===== src/rtl/bet_latch_bank.sv =====
// bet_latch_bank: latches keyed chip bets into a slot bank and freezes the bank while a spin runs.
// Latency: slot store, bet_count, accept and reject are registered, visible one cycle after the strobe edge.
// Backpressure: none; strobes that cannot be honoured are answered with reject, or dropped during a spin.
// Optional feature: define BET_UNDO_EN to make UNDO_OP remove the most recent bet.
module bet_latch_bank #(
  parameter int                   NUM_BETS = 12,
  parameter int                   OPCODE_W = 6,
  parameter int                   COLOR_W  = 2,
  parameter logic [OPCODE_W-1:0]  SPIN_OP  = 6'b111110,
  parameter logic [OPCODE_W-1:0]  NULL_OP  = 6'b111111,
  parameter logic [OPCODE_W-1:0]  UNDO_OP  = 6'b111101,
  localparam int                  SLOT_W   = COLOR_W + OPCODE_W,
  localparam int                  CNT_W    = $clog2(NUM_BETS + 1)
) (
  input  logic                       clock,
  input  logic                       reset,
  input  logic                       key_strobe,
  input  logic [OPCODE_W-1:0]        bet_opcode,
  input  logic [COLOR_W-1:0]         bet_color,
  input  logic                       spin_done,
  output logic [NUM_BETS*SLOT_W-1:0] bets,
  output logic [CNT_W-1:0]           bet_count,
  output logic                       full,
  output logic                       spin_active,
  output logic                       accept,
  output logic                       reject
);

  typedef enum logic [1:0] {COLLECT, SKIP, SPIN} state_t;

  localparam logic [CNT_W-1:0] MAX_CNT = CNT_W'(NUM_BETS);
  localparam logic [CNT_W-1:0] ONE     = CNT_W'(1);

  state_t state;
  logic   bet_ok;

  // An ordinary bet is storable only with a real key, a chip on the sensor and a free slot.
  always_comb begin
    bet_ok = (bet_opcode != NULL_OP) && (bet_color != '0) && !full;
  end

  // Key FSM: every handled byte is followed by one discarded byte (the PS/2 echo/break byte).
  always_ff @(posedge clock or negedge reset) begin
    if (!reset) begin
      state       <= COLLECT;
      bets        <= '0;
      bet_count   <= '0;
      full        <= 1'b0;
      spin_active <= 1'b0;
      accept      <= 1'b0;
      reject      <= 1'b0;
    end else begin
      accept <= 1'b0;
      reject <= 1'b0;
      case (state)
        COLLECT: begin
          if (key_strobe) begin
            state <= SKIP;
            if (bet_opcode == SPIN_OP) begin
              // A spin needs at least one bet on the table.
              if (bet_count != '0) begin
                accept      <= 1'b1;
                state       <= SPIN;
                spin_active <= 1'b1;
              end else begin
                reject <= 1'b1;
              end
            end
`ifdef BET_UNDO_EN
            else if (bet_opcode == UNDO_OP) begin
              // Undo removes the newest bet; chip color plays no part.
              if (bet_count != '0) begin
                for (int k = 0; k < NUM_BETS; k++) begin
                  if (k == int'(bet_count) - 1) begin
                    bets[k*SLOT_W +: SLOT_W] <= '0;
                  end
                end
                bet_count <= bet_count - ONE;
                full      <= 1'b0;
                accept    <= 1'b1;
              end else begin
                reject <= 1'b1;
              end
            end
`endif
            else if (bet_ok) begin
              for (int k = 0; k < NUM_BETS; k++) begin
                if (k == int'(bet_count)) begin
                  bets[k*SLOT_W +: SLOT_W] <= {bet_color, bet_opcode};
                end
              end
              bet_count <= bet_count + ONE;
              full      <= ((bet_count + ONE) == MAX_CNT);
              accept    <= 1'b1;
            end else begin
              reject <= 1'b1;
            end
          end
        end

        SKIP: begin
          if (key_strobe) begin
            state <= COLLECT;
          end
        end

        SPIN: begin
          // Bank is frozen; only the payout-finished pulse releases it, and it beats any strobe.
          if (spin_done) begin
            bets        <= '0;
            bet_count   <= '0;
            full        <= 1'b0;
            spin_active <= 1'b0;
            state       <= COLLECT;
          end
        end

        default: begin
          state       <= COLLECT;
          spin_active <= 1'b0;
        end
      endcase
    end
  end

endmodule


===== config.mk =====
export PLATFORM = sky130hd
export DESIGN_NAME = bet_latch_bank
export DESIGN_NICKNAME = d
export VERILOG_FILES = /design/src/rtl/bet_latch_bank.sv
export SDC_FILE = /design/constraint.sdc
export NUM_CORES = 1
export LEC_CHECK = 0
export BUFFER_PORTS_ARGS = -buffer_cell sky130_fd_sc_hd__buf_4
export CORE_MARGIN = 2
export CORE_UTILIZATION = 48
export DETAILED_ROUTE_END_ITERATION = 12
export PLACE_DENSITY_LB_ADDON = 0.08
export SLEW_MARGIN = 30
export SYNTH_ARGS = -nofsm -noshare
export SYNTH_HDL_FRONTEND = slang
export SYNTH_SLANG_ARGS = --single-unit

===== constraint.sdc =====
create_clock -name clock -period 1.96 [get_ports clock]
set_clock_uncertainty 0.2 [all_clocks]
set_input_delay 0.392 -clock clock [delete_from_list [all_inputs] [get_ports clock]]
set_output_delay 0.392 -clock clock [all_outputs]
set_load 0.005 [all_outputs]

==> run_results.csv, run 1 <==
group,metric,value,unit
worst_setup_path,timing.rr.end,"bets[2]$_DFFE_PN0P_",
worst_setup_path,crit_family,"compound AO/OA/AOI/OAI gates",
clock_network,ctsRootBufferMaster,"clkbuf_8",
routing,vias_per_cell,5.76,
global_route,gr-total-overflow,0,
worst_setup_path,path_cells,"inv_2 > ha_4 > or3b_4 > a211oi_4 > buf_6 > o21ai_4 > a22o_1",
sta,slew_viol_final,0,
worst_setup_path,crit_path_end_kind,"register",
clock_network,worstSkewPairLatency,370,ps
clock_network,cts.sink_count,106,
placement,placed_cells,586,
worst_setup_path,r2r_slack,-30,ps
routing,drt_first_pass_iters,4,
die,die-area,10200,µm²
die,io_pins,116,
layout,nets,510,
worst_setup_path,worstSetupPathType,"reg -> reg",
logic_synthesis,syn_inst,334,
global_route,grt_pass1_wl,18.8,mm
placement,place_ws,-193,ps
worst_setup_path,reg2reg_from,"bet_count[0]$_DFFE_PN0P_",
worst_setup_path,required,2030,ps
logic_synthesis,yosysTopAreaCell,"dfrtp_1",
placement,io_buffers,115,
global_route,grt_max_degree,37,
logic_synthesis,synth-async-reset-ratio,100,%
clock_network,cts_tree,"built",
logic_synthesis,synthDominantCellAreaShare,58.8,%
routing,wl_per_cell,20.0,µm
clock_network,clk_path_buf_depth,2,
logic_synthesis,synthTopCellsByCount,"dfrtp_1 (106), a22o_1 (87), nand2_1 (14), buf_2 (12), mux2i_1 (11)",
worst_setup_path,cp_max_fo,7,
layout,fin_cells,610,
power_and_ir_drop,cellLeakagePower,2.97,nW
worst_setup_path,endpoint,"bets[2]$_DFFE_PN0P_",
die,die_w,101,µm
worst_setup_path,worstSetupPathDepth,7,
worst_setup_path,worstPathArrival,2060,ps
power_and_ir_drop,seqPwrFrac,41.6,%
global_route,track_usage,24.4,%
logic_synthesis,synth-edff-count,0,
power_and_ir_drop,switching_power,2.89,mW
power_and_ir_drop,p_comb_share,43.6,%
power_and_ir_drop,p_int,5.87,mW
global_route,antenna_found_initial,0,
placement,gp_congestion,0.796,
logic_synthesis,netlist_area,4510,µm²
logic_synthesis,yosysSeqAreaShare,58.8,%
min_path,hold_path.class,"in -> reg",
routing,antenna_left,0,
routing,drc_errors,0,
worst_setup_path,critPathLaunch,"bet_count[0]$_DFFE_PN0P_",
worst_setup_path,reg2reg_depth,7,
die,fp-row-count,35,
routing,routed_wirelength,12.2,mm
layout,drive_above_1_share,45.9,%
sta,worst_slack,-30.2,ps
clock_network,cts_made_buffers,9,
sta,fmax,502,MHz
logic_synthesis,synth_area_leaders,"dfrtp_1 (59%), a22o_1 (17%), a211oi_4 (3.6%)",
sta,min_period_over_period,102,%
layout,area_growth,36.9,%
sta,tightestPinTransition,532,ps
worst_setup_path,start_kind,"register",
run_status,violations,"setup timing",
power_and_ir_drop,power_density,1420,nW/µm²
die,core,9200,µm²
flow_run,maxCapViolCount,0,
clock_network,htreeDepth,3,
sta,setup_viol,8,
global_route,first_global_vias,3306,
logic_synthesis,yosysUniqueCellTypes,44,
power_and_ir_drop,vdd_drop_max,0.705,mV
sta,rsz0062_at_grt,"true",
logic_synthesis,synth_seq_cells,106,
die,die_y,101,µm
placement,dpl.hpwl,8.43,mm
logic_synthesis,synthFlopType,"dfrtp_1",
min_path,min_from,"bet_color[1]",
logic_synthesis,yosysWarnings,0,
clock_network,path_clk_slew,110,ps
layout,nFillCells,695,
die,start_util,49.0,%
routing,drt-initial-drc-count,127,
logic_synthesis,yosysMostFrequentCell,"dfrtp_1",
worst_setup_path,crit_buf_inv,2,
run_status,run_status,"complete, but fails checks",
sta,period_needed,1990,ps
power_and_ir_drop,pwr-share-clk,14.7,%
worst_setup_path,cpPeakStageDelay,410,ps
power_and_ir_drop,swShare,33.0,%
sta,maxSlewHeadroom,64.6,%
worst_setup_path,slowest_stage,"dfrtp_1",
logic_synthesis,syn_nets,350,
layout,antennaDiodeCount,0,
routing,vias,3513,
sta,hold_viol_final,0,
logic_synthesis,postSynthAreaPerCell,13.5,µm²
how the worst min path moves through the flow:
stage,end,slack [ps],cells past startpoint
6_report,bets[23]$_DFFE_PN0P_,100,2
5_1_grt,bets[16]$_DFFE_PN0P_,100,2
4_1_cts,bets[15]$_DFFE_PN0P_,80,2
3_5_place_dp,bets[22]$_DFFE_PN0P_,200,1
3_3_place_gp,bets[23]$_DFFE_PN0P_,200,1
2_1_floorplan,accept$_DFF_PN0_,-100,0
kinds of logic (layout without fill, tap and decap cells):
kind of cell / count (synthesis) / in the layout / synth area share [%]
compound gates: 135 / 135 / 27.2
fa+ha+maj: 4 / 4 / 1.11
buf+inv: 25 / 190 / 2.77
flops: 106 / 106 / 58.8
mux: 12 / 12 / 2.75
simple gates: 52 / 52 / 7.32
power groups by stage:
stage                     Clock (mW)  Sequential (mW)  Combinational [mW]
after floorplan                    0             3.68                1.49
after global placement             0             3.68                3.57
after detailed placement           0             3.67                3.66
after CTS                       1.32             3.64                3.70
after global routing            1.40             3.75                4.14
final                           1.29             3.65                3.82
flip-flops by register name, summed over array words and instances, names as in the netlist:
register     flops
full             1
bet_count        4
spin_active      1
reject           1
bets            96
state            2
accept           1
routing by layer:
layer / routed length [µm] / global-route usage (%) / part of all wire (%) / vias up
met5: 0 / 0 / 0 / -
met4: 178 / 8.11 / 1.5 / 0
met3: 727 / 4.79 / 6.0 / 16
met2: 5540 / 35.7 / 45 / 111
met1: 5740 / 36.8 / 47 / 1778
li1: - / - / - / 1608
placed cells by master (no fill, tap or decap), types with 2 or more instances in the layout:
cell type  Yosys  routed
clkinv_4       0       3
and2_2         0       7
inv_8          0       2
nor3b_1        3       2
clkbuf_8       0       9
buf_12         0       3
o21ai_4        0       2
buf_6          1       3
ha_4           0       3
nand4_1        2       2
nand3_1        2       2
o21ai_2        8       6
mux2i_1       11      11
nand3b_1       8       8
dfrtp_1      106     106
a22o_1        87      87
and3_1         2       2
nor2_1         4       4
a211oi_4       8       8
or3b_4         1       2
a31oi_4        0       2
o311ai_0       2       2
nand2b_1       2       2
inv_2          0       2
a32o_1         2       2
buf_4          2     164
o21ai_0        9       8
a21oi_1        2       2
nand2_1       14      14
o21ai_1        5       6
final cells by class:
| type | count | area (µm²) | area share [%] |
|---|---|---|---|
| tap | 111 | 139 | 2.25 |
| clock inverter | 6 | 57.6 | 0.932 |
| inverter | 3 | 11.3 | 0.182 |
| sequential | 106 | 2650 | 42.9 |
| timing repair buffer | 171 | 1340 | 21.6 |
| clock buffer | 10 | 128 | 2.07 |
| multi-input combinational | 203 | 1850 | 30.0 |
what timing repair did:
item	CTS	global route
hold buffers	1	0
hold endpoints to repair	32	0
resized for setup	4	22
pin swaps	2	19
buffers inserted	1	6
setup endpoints to repair	24	95
through the flow:
stage,power [mW],TNS (ps),hold slack [ps],utilization [%],instance area (µm²)
5_1_grt,9.29,-859,97.6,67.2,6180
3_3_place_gp,7.25,-4300,200,63.2,5820
2_1_floorplan,5.18,-699,-104,-,4530
4_1_cts,8.66,-66.4,83.5,65.7,6040
6_report,8.76,-155,101,67.2,6180
3_5_place_dp,7.33,-6240,203,63.2,5820
worst reg2reg max path: stages (launching register included):
cell	delay [ps]
dfrtp_1	410
inv_2	90
ha_4	130
or3b_4	390
a211oi_4	210
buf_6	150
o21ai_4	80
a22o_1	230
(Power assumes the default switching activity.)
==> run 2, diff against run 1 <==
--- a/config.mk
+++ b/config.mk
@@ -7,7 +7,7 @@
 export LEC_CHECK = 0
 export BUFFER_PORTS_ARGS = -buffer_cell sky130_fd_sc_hd__buf_4
 export CORE_MARGIN = 2
-export CORE_UTILIZATION = 48
+export CORE_UTILIZATION = 53
 export DETAILED_ROUTE_END_ITERATION = 12
 export PLACE_DENSITY_LB_ADDON = 0.08
 export SLEW_MARGIN = 30
==> constraint.sdc (replaced) <==
create_clock -name clock -period 2.2 [get_ports clock]
set_clock_uncertainty 0.2 [all_clocks]
set_input_delay 0.44 -clock clock [delete_from_list [all_inputs] [get_ports clock]]
set_output_delay 0.44 -clock clock [all_outputs]
set_load 0.005 [all_outputs]
==> run 2 against run 1 <==
The flow now finishes without violations. Total power down 14%. Routed wire length down 4.5%. Fmax down 5.4%. Critical path depth down 1. Die area down 9.1%. Flip-flop and latch count unchanged. Final cell count down 5.1%. First-iteration DRC count down 14%. Design area down 5.1%. Hold slack better by 27 ps. Register-to-register slack better by 130 ps. Combinational power down 19%. Critical path type unchanged. Largest power group is now registers.
==> run_results.csv, run 2 (synthesized netlist as in run 1, its figures left out) <==
group,metric,value,unit
run_status,run_status,"complete, no violations",
global_route,grt_max_degree,39,
power_and_ir_drop,switching_power,2.48,mW
die,start_util,54.9,%
sta,slew_viol_final,0,
power_and_ir_drop,power,7.54,mW
placement,gp_congestion,0.836,
sta,min_period_over_period,95.6,%
sta,tightestPinTransition,758,ps
global_route,first_global_vias,3349,
global_route,grt_pass1_wl,18.0,mm
layout,reg_top3,"bets (96), bet_count (4), state (2)",
placement,placed_cells,562,
routing,wl_per_cell,20.1,µm
sta,setup_tns,0,ps
worst_setup_path,reg2reg_depth,6,
clock_network,cts.sink_count,106,
sta,rsz0062_at_grt,"false",
layout,final_common_cell,"buf_4",
worst_setup_path,cp_max_fo,5,
die,io_pins,116,
die,die-area,9260,µm²
die,die_w,96.3,µm
routing,vias_per_cell,5.95,
die,core,8220,µm²
layout,largest_register,"bets",
worst_setup_path,reg2reg_from,"bet_count[1]$_DFFE_PN0P_",
worst_setup_path,crit_path_end_kind,"register",
global_route,gr-total-overflow,0,
worst_setup_path,required,2300,ps
power_and_ir_drop,p_int,5.06,mW
placement,dpl.hpwl,8.15,mm
clock_network,worstSkewPairLatency,370,ps
worst_setup_path,start_kind,"register",
worst_setup_path,cpPeakStageDelay,440,ps
power_and_ir_drop,power_density,1290,nW/µm²
power_and_ir_drop,p_comb_share,41.0,%
routing,drt_first_pass_iters,4,
layout,area_growth,29.9,%
worst_setup_path,endpoint,"state[0]$_DFFE_PN0P_",
layout,final_cell_mix,"buf_4 (143), dfrtp_1 (106), a22o_1 (87), nand2_1 (14), mux2i_1 (11)",
worst_setup_path,slowest_stage,"or3b_2",
die,die_y,96.3,µm
layout,drive_above_1_share,39.9,%
routing,antenna_left,0,
sta,hold_viol_final,0,
routing,drt-initial-drc-count,109,
routing,vias,3445,
layout,final_util,71.3,%
power_and_ir_drop,cellLeakagePower,2.84,nW
power_and_ir_drop,swShare,32.8,%
clock_network,clk_path_buf_depth,2,
worst_setup_path,worstSetupPathType,"reg -> reg",
worst_setup_path,path_cells,"inv_1 > ha_2 > or3b_4 > nor4b_4 > or3b_2 > a21oi_1",
placement,postPlaceCellArea,5650,µm²
power_and_ir_drop,seqPwrFrac,43.3,%
min_path,hold_path.class,"in -> reg",
sta,period_needed,2100,ps
layout,final_cell_area,5860,µm²
layout,nFillCells,583,
worst_setup_path,critPathLaunch,"bet_count[1]$_DFFE_PN0P_",
layout,largest_register_ffs,96,
global_route,antenna_found_initial,0,
placement,io_buffers,115,
power_and_ir_drop,vdd_drop_max,0.707,mV
routing,routed_wirelength,11.6,mm
clock_network,cts_tree,"built",
power_and_ir_drop,pwr-share-clk,15.7,%
clock_network,cts_made_buffers,9,
layout,antennaDiodeCount,0,
clock_network,path_clk_slew,110,ps
die,fp-row-count,33,
clock_network,ctsRootBufferMaster,"clkbuf_8",
flow_run,maxCapViolCount,0,
global_route,track_usage,26.0,%
sta,fmax,476,MHz
sta,maxSlewHeadroom,49.3,%
worst_setup_path,timing.rr.end,"state[0]$_DFFE_PN0P_",
layout,fin_cells,579,
sta,setup_viol,0,
clock_network,htreeDepth,3,
layout,nets,485,
routing,drc_errors,0,
worst_setup_path,r2r_slack,100,ps
worst_setup_path,worstPathArrival,2210,ps
==> run 2: repair_timing <==
| item | CTS | global route |
|---|---|---|
| setup buffers | 0 | 0 |
| endpoints found under the setup margin | 0 | 5 |
| endpoints found under the hold margin | 27 | 0 |
| hold buffers | 1 | 0 |
| resized for setup | 0 | 2 |
==> run 2: how the worst min path moves through the flow <==
stage / to / cells past startpoint / startpoint
3_3_place_gp: bets[20]$_DFFE_PN0P_ / 1 / reset
5_1_grt: bets[23]$_DFFE_PN0P_ / 2 / bet_color[1]
2_1_floorplan: accept$_DFF_PN0_ / 0 / reset
4_1_cts: bets[9]$_DFFE_PN0P_ / 2 / bet_opcode[1]
3_5_place_dp: bets[17]$_DFFE_PN0P_ / 1 / reset
6_report: bets[9]$_DFFE_PN0P_ / 2 / bet_opcode[1]
==> run 2: critical path, delay by kind of cell, from the launching register on <==
kind            cells  cell delay (ps)
compound gates      1              130
fa+ha+maj           1              210
buf+inv             1              100
flops               1              390
simple gates        3             1020
==> run 2: stage by stage <==
stage | worst slack, ps | hold slack [ps]
finish | 97.2 | 128
global route | 3.38 | 119
CTS | 70.3 | 120
detailed placement | -20.1 | 197
global placement | 47.4 | 193
floorplan | 22.6 | -55.6
==> run 2: routing by layer <==
layer / track usage, % / wire length [µm] / up-vias
met4: 7.62 / 144 / 0
met5: 0 / 0 / -
met3: 5.01 / 639 / 14
met1: 37.6 / 5340 / 1788
met2: 40.3 / 5510 / 94
li1: - / - / 1549
==> run 2: cell type report <==
cell class              instances  area, µm²  share of cell area (%)
clock buffers                  10        138                    2.35
multi-input cells             203       1750                    29.8
well taps                     105        131                    2.24
inverters                       3       11.3                   0.192
clock inverters                 6       57.6                   0.982
repair buffers                146       1120                    19.2
flip-flops and latches        106       2650                    45.3
==> run 2: power groups by stage <==
stage	Sequential, mW	Clock (mW)	Combinational, mW
after floorplan	3.28	0	1.31
after global placement	3.27	0	3.02
after detailed placement	3.28	0	3.11
after CTS	3.26	1.20	3.12
after global routing	3.35	1.28	3.39
final	3.27	1.18	3.09
